===== src/rtl/piso_shift.sv =====
// piso_shift: parallel-in serial-out shift register, LSB first, zeros shifted in from the top
module piso_shift #(
    parameter int W = 8
) (
    input  logic         clk,
    input  logic         reset,
    input  logic         load_i,
    input  logic         shift_i,
    input  logic [W-1:0] pdata_i,
    output logic         sout_o
);
    logic [W-1:0] sr_q;
    // load wins over shift so a fresh word is never skewed by a same-cycle shift
    always_ff @(posedge clk or posedge reset)
        if (reset)        sr_q <= '0;
        else if (load_i)  sr_q <= pdata_i;
        else if (shift_i) sr_q <= {1'b0, sr_q[W-1:1]};
    assign sout_o = sr_q[0];
endmodule


===== config.mk =====
export PLATFORM = sky130hd
export DESIGN_NAME = piso_shift
export DESIGN_NICKNAME = d
export VERILOG_FILES = /design/src/rtl/piso_shift.sv
export SDC_FILE = /design/constraint.sdc
export NUM_CORES = 1
export LEC_CHECK = 0
export BUFFER_PORTS_ARGS = -buffer_cell sky130_fd_sc_hd__buf_4
export CAP_MARGIN = 20
export CORE_MARGIN = 3
export CORE_UTILIZATION = 28
export CTS_BUF_LIST = sky130_fd_sc_hd__clkbuf_16
export DETAILED_ROUTE_END_ITERATION = 10
export GPL_TIMING_DRIVEN = 1
export PLACE_DENSITY = 0.54
export SLEW_MARGIN = 0
export SYNTH_ARGS = -nofsm -noshare
export SYNTH_HDL_FRONTEND = slang
export SYNTH_SLANG_ARGS = --single-unit

===== constraint.sdc =====
create_clock -name clk -period 1.5 [get_ports clk]
set_input_delay 0.075 -clock clk [delete_from_list [all_inputs] [get_ports clk]]
set_output_delay 0.075 -clock clk [all_outputs]
set_load 0.05 [all_outputs]

==> impl_metrics.py, run 1 <==
metrics = {
    "place": {
        "dp.cells": 59,
        "io_buffers": 12,
        "postPlaceCellArea_sq_um": 458,
        "place_congestion": 0.684,
        "dp_worst_setup_slack_ps": 791,
    },
    "synthesis": {
        "yosys-top-cells-area": "dfrtp_1, mux2i_1, o21ai_1",
        "yosysSeqAreaShare": 0.537,
        "ys_ff_latch": 8,
        "yosysTopAreaCell": "dfrtp_1",
        "synth_top_area_frac": 0.537,
        "yosysUniqueCellTypes": 8,
        "synthCells": 35,
        "syn_avg_cell_area_sq_um": 10.7,
        "ys.warnings.count": 0,
        "synth_area_sq_um": 373,
        "syn_nets": 47,
    },
    "drt": {
        "via_per_inst": 4.67,
        "drt_pre_antenna_iters": 4,
        "post_drt_wl_per_cell_microns": 11.4,
        "num_vias": 294,
        "drt_iter0_drc": 3,
        "drt-total-wl_microns": 716,
        "final_antenna_net_count": 0,
        "drc": 0,
    },
    "worst_setup_path": {
        "worst-setup-path-type": "flip-flop to primary output",
        "cp_slowest_cell": "dfrtp_1",
        "crit_family": "flip-flops",
        "end_kind": "primary output",
        "critical_path.max_fanout": 2,
        "worstPathRequired_ps": 1420,
        "start_kind": "flip-flop",
        "crit_buf_inv": 1,
        "crit_chain": "buf_4",
        "slowest_delay_ps": 370,
        "arrival_ps": 790,
    },
    "timing": {
        "relSlewSlack": 0.793,
        "period_minus_slack_ps": 862,
        "slew_viol_final": 0,
        "finalClockSkew_ps": 1.25,
        "period_share": 0.575,
        "max_freq_ghz": 1.16,
        "tightest_slew_ps": 309,
        "setup-violations-final": 0,
        "timing.hold.ws_ps": 56.6,
        "finalHoldViolCount": 0,
        "rsz0062_at_grt": "no",
        "fin_setup_tns_ps": 0,
        "setup_slack_ps": 638,
    },
    "clock_network": {
        "ctsResizeCount": 0,
        "clk_latency_ps": 230,
        "cts_sinks": 8,
        "clk_path_buf_depth": 2,
        "clkTransAtPathRegs_ps": 40,
        "cts_buffers": 3,
        "postCtsSetupRepairBufs": 0,
        "cts_tree": "yes",
        "htreeDepth": 1,
        "cts-root-buf": "clkbuf_16",
    },
    "run_status": {
        "outcome": "finished clean",
    },
    "global_routing": {
        "antenna_found_initial": 0,
        "grt_max_degree": 17,
        "grt_use_total": 0.0978,
        "grt_pass1_wl_microns": 1230,
        "grt_overflow": 0,
        "grt_pass1_vias": 276,
    },
    "pwr": {
        "p_per_area_nw_per_um2": 1430,
        "power_leakage_nw": 0.273,
        "total_power_mw": 0.776,
        "max-vdd-ir-drop_v": 0.000558,
    },
    "cells_and_area": {
        "final_area_sq_um": 543,
        "largest_reg_flops": 8,
        "largest_registers": "sr_q: 8 flops",
        "layout_common_cells": "buf_4, nand2_1, dfrtp_1, mux2i_1, o21ai_1",
        "area_growth_pct": 45.6,
        "fin_nets": 63,
        "final_cells": 63,
        "num_antenna_cells": 0,
        "fin_util": 0.464,
        "drive_above_1_share": 0.306,
        "regMostFlops": "sr_q",
        "final.fill_count": 114,
        "mostFrequentLayoutCell": "buf_4",
    },
    "die": {
        "die_x_microns": 42.5,
        "fp.coreArea_sq_um": 1170,
        "initial_core_util": 0.318,
        "num_rows": 12,
        "die_h_microns": 42.5,
        "ios": 13,
        "dieArea_sq_um": 1810,
    },
    "flow_run": {
        "maxCapViolCount": 0,
    },
    "hold_path": {
        "hp-class": "input port to flip-flop",
    },
}
[cell usage after synthesis]
cell      count
o21ai_1       7
o21ai_0       1
nand2b_1      1
dfrtp_1       8
inv_1         1
mux2i_1       7
nand2_1       8
buf_6         2
[logic make-up (layout without fill, tap and decap cells)]
kind of cell | after synthesis | count (layout) | synth area share
AO/OA/AOI/OAI | 8 | 8 | 0.107
multiplexers | 7 | 7 | 0.188
flip-flops | 8 | 8 | 0.537
AND/OR/NAND/NOR | 9 | 9 | 0.0973
buffers and inverters | 3 | 17 | 0.0705
[path summary, 6_finish.rpt]
check	startpoint	endpoint	slack, ps	cells past startpoint
setup / recovery	sr_q[0]$_DFFE_PP0P_	sout_o	640	1
hold / removal	pdata_i[6]	sr_q[6]$_DFFE_PP0P_	60	3
setup reg to reg	sr_q[4]$_DFFE_PP0P_	sr_q[3]$_DFFE_PP0P_	780	2
hold reg to reg	sr_q[3]$_DFFE_PP0P_	sr_q[2]$_DFFE_PP0P_	550	2
max in group asynchronous	reset	sr_q[2]$_DFFE_PP0P_	920	3
min in group asynchronous	reset	sr_q[5]$_DFFE_PP0P_	350	3
[repair_timing]
action / in CTS / in global routing
hold buffers: 1 / 0
hold endpoints to repair: 8 / 0
setup endpoints to repair: 0 / 0
[per-layer routing]
layer,up-vias,global-route usage,routed length [microns]
met1,131,0.123,341
met5,-,0,0
met2,12,0.109,269
li1,146,-,-
met3,5,0.0429,69
met4,0,0.112,36
[final cells by class]
cell class | count | area (sq um) | area share
inverter | 1 | 3.75 | 0.00691
timing repair buffer | 13 | 100 | 0.184
sequential | 8 | 200 | 0.369
multi-input combinational | 24 | 146 | 0.270
tap | 14 | 17.5 | 0.0323
clock buffer | 3 | 75.1 | 0.138
[where the power goes]
group / leakage [nW] / switching [mW] / internal, mW
Clock: 0.0370 / 0.0973 / 0.343
Sequential: 0.0980 / 0.0114 / 0.238
Combinational: 0.138 / 0.0424 / 0.0437
Total: 0.273 / 0.151 / 0.625
(Power assumes the default switching activity.)
==> inputs of run 2 (changes only) <==
clock period = 0.9 ns   (was 1.5 ns; I/O delays follow)
==> run 2 against run 1 <==
Effect of this change: count of clock-buffer cells in the layout unchanged; clock skew decreased by 0.70 ps; largest power group unchanged; critical path type unchanged; hold slack got worse by 33 ps; combinational power increased by 65%; clock power increased by 75%.
==> impl_metrics.py, run 2 (same netlist as run 1, synthesis figures left out) <==
metrics = {
    "cells_and_area": {
        "fin_util": 0.468,
        "area_growth_pct": 47.0,
        "drive_above_1_share": 0.320,
        "final_area_sq_um": 548,
        "largest_reg_flops": 8,
        "largest_registers": "sr_q: 8 flops",
        "final_cells": 64,
        "regMostFlops": "sr_q",
        "num_antenna_cells": 0,
        "fin_nets": 63,
        "layout_common_cells": "buf_4, nand2_1, mux2i_1, o21ai_1, dfrtp_1",
        "mostFrequentLayoutCell": "buf_4",
    },
    "worst_setup_path": {
        "timing.rr.start": "sr_q[7]$_DFFE_PP0P_",
        "r2r_cells": 2,
        "start_kind": "flip-flop",
        "cp_slowest_cell": "dfrtp_2",
        "worstPathRequired_ps": 850,
        "rrSetupSlack_ps": 190,
        "slowest_delay_ps": 390,
        "end_kind": "primary output",
        "worst-setup-path-type": "flip-flop to primary output",
        "crit_buf_inv": 1,
        "crit_chain": "buf_4",
        "arrival_ps": 810,
        "r2r-end": "sr_q[6]$_DFFE_PP0P_",
        "critical_path.max_fanout": 2,
        "crit_family": "flip-flops",
    },
    "pwr": {
        "total_power_mw": 1.33,
        "p_int_mw": 1.05,
        "power.net_switching_mw": 0.280,
        "power_leakage_nw": 0.277,
        "seqPwrFrac": 0.313,
        "p_per_area_nw_per_um2": 2430,
        "p_comb_frac": 0.107,
        "max-vdd-ir-drop_v": 0.00101,
        "p_clk_frac": 0.580,
        "swShare": 0.210,
    },
    "place": {
        "io_buffers": 12,
        "postPlaceCellArea_sq_um": 459,
        "dp.cells": 59,
        "dp_worst_setup_slack_ps": 188,
        "place_congestion": 0.699,
    },
    "timing": {
        "max_freq_ghz": 1.17,
        "period_minus_slack_ps": 857,
        "finalClockSkew_ps": 0.557,
        "rsz0062_at_grt": "no",
        "timing.hold.ws_ps": 23.1,
        "period_share": 0.952,
        "setup-violations-final": 0,
        "finalHoldViolCount": 0,
        "relSlewSlack": 0.798,
        "setup_slack_ps": 42.9,
        "fin_setup_tns_ps": 0,
        "slew_viol_final": 0,
        "tightest_slew_ps": 303,
    },
    "drt": {
        "post_drt_wl_per_cell_microns": 11.0,
        "via_per_inst": 4.48,
        "drt-total-wl_microns": 701,
        "num_vias": 287,
        "drt_iter0_drc": 1,
        "drc": 0,
        "final_antenna_net_count": 0,
        "drt_pre_antenna_iters": 3,
    },
    "clock_network": {
        "postCtsSetupRepairBufs": 0,
        "clk_latency_ps": 230,
        "cts_sinks": 8,
        "cts-root-buf": "clkbuf_16",
        "htreeDepth": 1,
        "cts_buffers": 3,
        "cts_tree": "yes",
        "clk_path_buf_depth": 2,
        "clkTransAtPathRegs_ps": 40,
    },
    "global_routing": {
        "grt_max_degree": 17,
        "grt_overflow": 0,
        "grt_pass1_vias": 284,
        "antenna_found_initial": 0,
        "grt_pass1_wl_microns": 1200,
        "use_met2": 0.103,
        "grtUsageMet1": 0.123,
        "grt_use_total": 0.0933,
        "top_usage_layer": "met1",
        "gr-usage-met3": 0.0558,
    },
    "die": {
        "fp.coreArea_sq_um": 1170,
        "dieArea_sq_um": 1810,
        "die_h_microns": 42.5,
        "die_x_microns": 42.5,
        "ios": 13,
        "initial_core_util": 0.318,
        "num_rows": 12,
    },
    "hold_path": {
        "min_from": "pdata_i[1]",
        "hp-class": "input port to flip-flop",
        "hold_depth": 3,
        "hold_end": "sr_q[1]$_DFFE_PP0P_",
    },
    "run_status": {
        "outcome": "finished clean",
    },
    "flow_run": {
        "maxCapViolCount": 0,
    },
}
==> run 2: what timing repair did <==
action                    in CTS  in global routing
hold endpoints to repair       8                  0
hold buffers                   1                  0
gates resized for setup        0                  0
==> run 2: per-layer routing <==
metal / wire length (microns) / vias up
met4: 10 / 0
li1: - / 147
met2: 288 / 11
met1: 336 / 127
met5: 0 / -
met3: 66 / 2
==> run 2: area by class of cell <==
type / instances / area (sq um)
fillers: 128 / 623
flip-flops and latches: 8 / 201
multi-input cells: 24 / 146
repair buffers: 13 / 100
clock buffers: 3 / 75.1
well taps: 14 / 17.5
clock inverters: 1 / 3.75
inverters: 1 / 3.75
==> run 2: power by group through the flow <==
stage	sequential [mW]	combinational (mW)	clock, mW
2_1_floorplan	0.433	0.0760	0
3_3_place_gp	0.419	0.137	0
3_5_place_dp	0.422	0.140	0
4_1_cts	0.417	0.144	0.774
5_1_grt	0.422	0.160	0.800
6_report	0.416	0.142	0.772
==> run 2: worst max path at each step <==
| stage | startpoint | endpoint | slack (ps) | cells past startpoint |
|---|---|---|---|---|
| after CTS | sr_q[0]$_DFFE_PP0P_ | sout_o | 40 | 1 |
| after detailed placement | sr_q[0]$_DFFE_PP0P_ | sr_q[0]$_DFFE_PP0P_ | 190 | 2 |
| final | sr_q[0]$_DFFE_PP0P_ | sout_o | 40 | 1 |
| after floorplan | sr_q[0]$_DFFE_PP0P_ | sr_q[0]$_DFFE_PP0P_ | 70 | 2 |
| after global placement | sr_q[0]$_DFFE_PP0P_ | sr_q[0]$_DFFE_PP0P_ | 210 | 2 |
| after global routing | sr_q[0]$_DFFE_PP0P_ | sout_o | 20 | 1 |
==> inputs of run 3 (changes only) <==
ABC_AREA = 1   (was default)
clock period = 1.03 ns   (was 0.9 ns; I/O delays follow)
==> run 3 against run 2 <==
Effect of this change: sequential cell count unchanged; register-to-register slack improved by 180 ps; via count up 15%; non-clock buffer count did not move; worst setup slack improved by 140 ps; critical endpoint unchanged; critical path type unchanged; first-iteration DRC count grew 100%; final cell count is 13% higher; clock power shrank 16%; clock skew increased by 1.0 ps; largest power group unchanged; area after synthesis rose by 2.0%.
==> impl_metrics.py, run 3 <==
metrics = {
    "pwr": {
        "power_leakage_nw": 0.286,
        "p_int_mw": 0.904,
        "total_power_mw": 1.14,
        "seqPwrFrac": 0.319,
        "swShare": 0.207,
        "max-vdd-ir-drop_v": 0.00103,
        "power.net_switching_mw": 0.235,
        "p_clk_frac": 0.572,
        "p_comb_frac": 0.109,
        "p_per_area_nw_per_um2": 2050,
    },
    "synthesis": {
        "yosysUniqueCellTypes": 8,
        "synth_area_sq_um": 380,
        "synth_fa_ha_area_frac": 0,
        "synth_top_flop_cell": "dfrtp_1",
        "ys.warnings.count": 0,
        "yosys-top-cells-count": "nand2_1, nand3_1, dfrtp_1",
        "syn_nets": 56,
        "yosysSeqAreaShare": 0.526,
        "syn_avg_cell_area_sq_um": 8.64,
        "ys_ff_latch": 8,
        "synth_edf_count": 0,
        "synthMuxAreaShare": 0,
        "async_reset_ff_frac": 1.00,
        "synth_top_area_frac": 0.526,
        "synthCells": 44,
        "synthSimpleGateAreaFrac": 0.405,
        "yosysTopAreaCell": "dfrtp_1",
        "yosys.cell_count.top_type": "nand2_1",
        "yosys-top-cells-area": "dfrtp_1, nand3_1, nand2_1",
        "synth_xor_area_frac": 0,
        "synth_top_family_by_area": "simple AND/OR/NAND/NOR gates",
        "synth_compound_area_frac": 0,
    },
    "drt": {
        "num_vias": 330,
        "post_drt_wl_per_cell_microns": 11.6,
        "final_antenna_net_count": 0,
        "via_per_inst": 4.58,
        "drt-total-wl_microns": 832,
        "drt_iter0_drc": 2,
        "drt_pre_antenna_iters": 4,
        "drc": 0,
    },
    "timing": {
        "setup_slack_ps": 181,
        "setup-violations-final": 0,
        "period_share": 0.824,
        "finalClockSkew_ps": 1.58,
        "relSlewSlack": 0.784,
        "finalHoldViolCount": 0,
        "fin_setup_tns_ps": 0,
        "timing.hold.ws_ps": 28.1,
        "period_minus_slack_ps": 849,
        "slew_viol_final": 0,
        "rsz0062_at_grt": "no",
        "max_freq_ghz": 1.18,
        "tightest_slew_ps": 324,
    },
    "worst_setup_path": {
        "worst-setup-path-type": "flip-flop to primary output",
        "slowest_delay_ps": 370,
        "r2r_cells": 2,
        "crit_family": "flip-flops",
        "crit_buf_inv": 1,
        "arrival_ps": 800,
        "timing.rr.start": "sr_q[5]$_DFFE_PP0P_",
        "worstPathRequired_ps": 980,
        "critical_path.max_fanout": 2,
        "end_kind": "primary output",
        "crit_chain": "buf_4",
        "critical_path_depth": 1,
        "start_kind": "flip-flop",
        "rrSetupSlack_ps": 370,
        "r2r-end": "sr_q[4]$_DFFE_PP0P_",
        "cp_slowest_cell": "dfrtp_1",
    },
    "cells_and_area": {
        "fin_util": 0.467,
        "regMostFlops": "sr_q",
        "layout_common_cells": "nand2_1, nand3_1, buf_4, dfrtp_1, clkbuf_16",
        "num_antenna_cells": 0,
        "largest_registers": "sr_q: 8 flops",
        "drive_above_1_share": 0.293,
        "largest_reg_flops": 8,
        "area_growth_pct": 45.7,
        "final_area_sq_um": 554,
        "fin_nets": 72,
        "final_cells": 72,
        "mostFrequentLayoutCell": "nand2_1",
    },
    "die": {
        "dieArea_sq_um": 1840,
        "initial_core_util": 0.321,
        "fp.coreArea_sq_um": 1190,
        "num_rows": 12,
        "die_h_microns": 42.9,
        "ios": 13,
        "die_x_microns": 42.9,
    },
    "flow_run": {
        "maxCapViolCount": 0,
    },
    "hold_path": {
        "hp-class": "input port to flip-flop",
        "hold_depth": 3,
        "min_from": "pdata_i[7]",
        "hold_end": "sr_q[7]$_DFFE_PP0P_",
    },
    "global_routing": {
        "grt_pass1_vias": 336,
        "grt_use_total": 0.110,
        "grt_overflow": 0,
        "antenna_found_initial": 0,
        "grt_pass1_wl_microns": 1490,
        "grt_max_degree": 11,
    },
    "clock_network": {
        "htreeDepth": 1,
        "cts_sinks": 8,
        "postCtsSetupRepairBufs": 0,
        "cts_buffers": 3,
        "cts-root-buf": "clkbuf_16",
        "clk_path_buf_depth": 2,
        "clk_latency_ps": 230,
        "clkTransAtPathRegs_ps": 40,
        "cts_tree": "yes",
    },
    "place": {
        "dp_worst_setup_slack_ps": 368,
        "dp.cells": 68,
        "io_buffers": 12,
        "dpl.hpwl_microns": 604,
        "postPlaceCellArea_sq_um": 469,
        "place_congestion": 0.668,
    },
    "run_status": {
        "outcome": "finished clean",
    },
}
-- run 3: cell type report --
class / count / area, sq um
timing repair buffer: 13 / 100
multi-input combinational: 32 / 154
inverter: 2 / 7.51
fill: 113 / 632
sequential: 8 / 200
tap: 14 / 17.5
clock buffer: 3 / 75.1
-- run 3: cell families after synthesis --
kind of cell / after synthesis
buffers and inverters: 4
and+or+nand+nor: 32
DFF: 8
-- run 3: per-layer routing --
layer	track usage	routed length, microns
met3	0.0678	57
met5	0	0
met4	0.0373	0
met2	0.153	383
met1	0.139	391
-- run 3: worst max path at each step --
stage / start / endpoint / slack (ps)
after floorplan: sr_q[0]$_DFFE_PP0P_ / sr_q[0]$_DFFE_PP0P_ / 180
after global placement: sr_q[5]$_DFFE_PP0P_ / sr_q[4]$_DFFE_PP0P_ / 380
after detailed placement: sr_q[2]$_DFFE_PP0P_ / sr_q[1]$_DFFE_PP0P_ / 370
after CTS: sr_q[0]$_DFFE_PP0P_ / sout_o / 170
after global routing: sr_q[0]$_DFFE_PP0P_ / sout_o / 160
final: sr_q[0]$_DFFE_PP0P_ / sout_o / 180
-- run 3: timing repair --
| action | in CTS | in global routing |
|---|---|---|
| hold buffers | 1 | 0 |
| hold endpoints to repair | 8 | 0 |
| endpoints found under the setup margin | 0 | 0 |
| gates resized for setup | 0 | 0 |
-- run 3: power groups by stage --
stage          logic [mW]  clock network [mW]  registers [mW]
6_report            0.124               0.651           0.363
5_1_grt             0.140               0.683           0.367
4_1_cts             0.127               0.661           0.363
3_5_place_dp        0.123                   0           0.367
3_3_place_gp        0.122                   0           0.366
2_1_floorplan      0.0645                   0           0.377
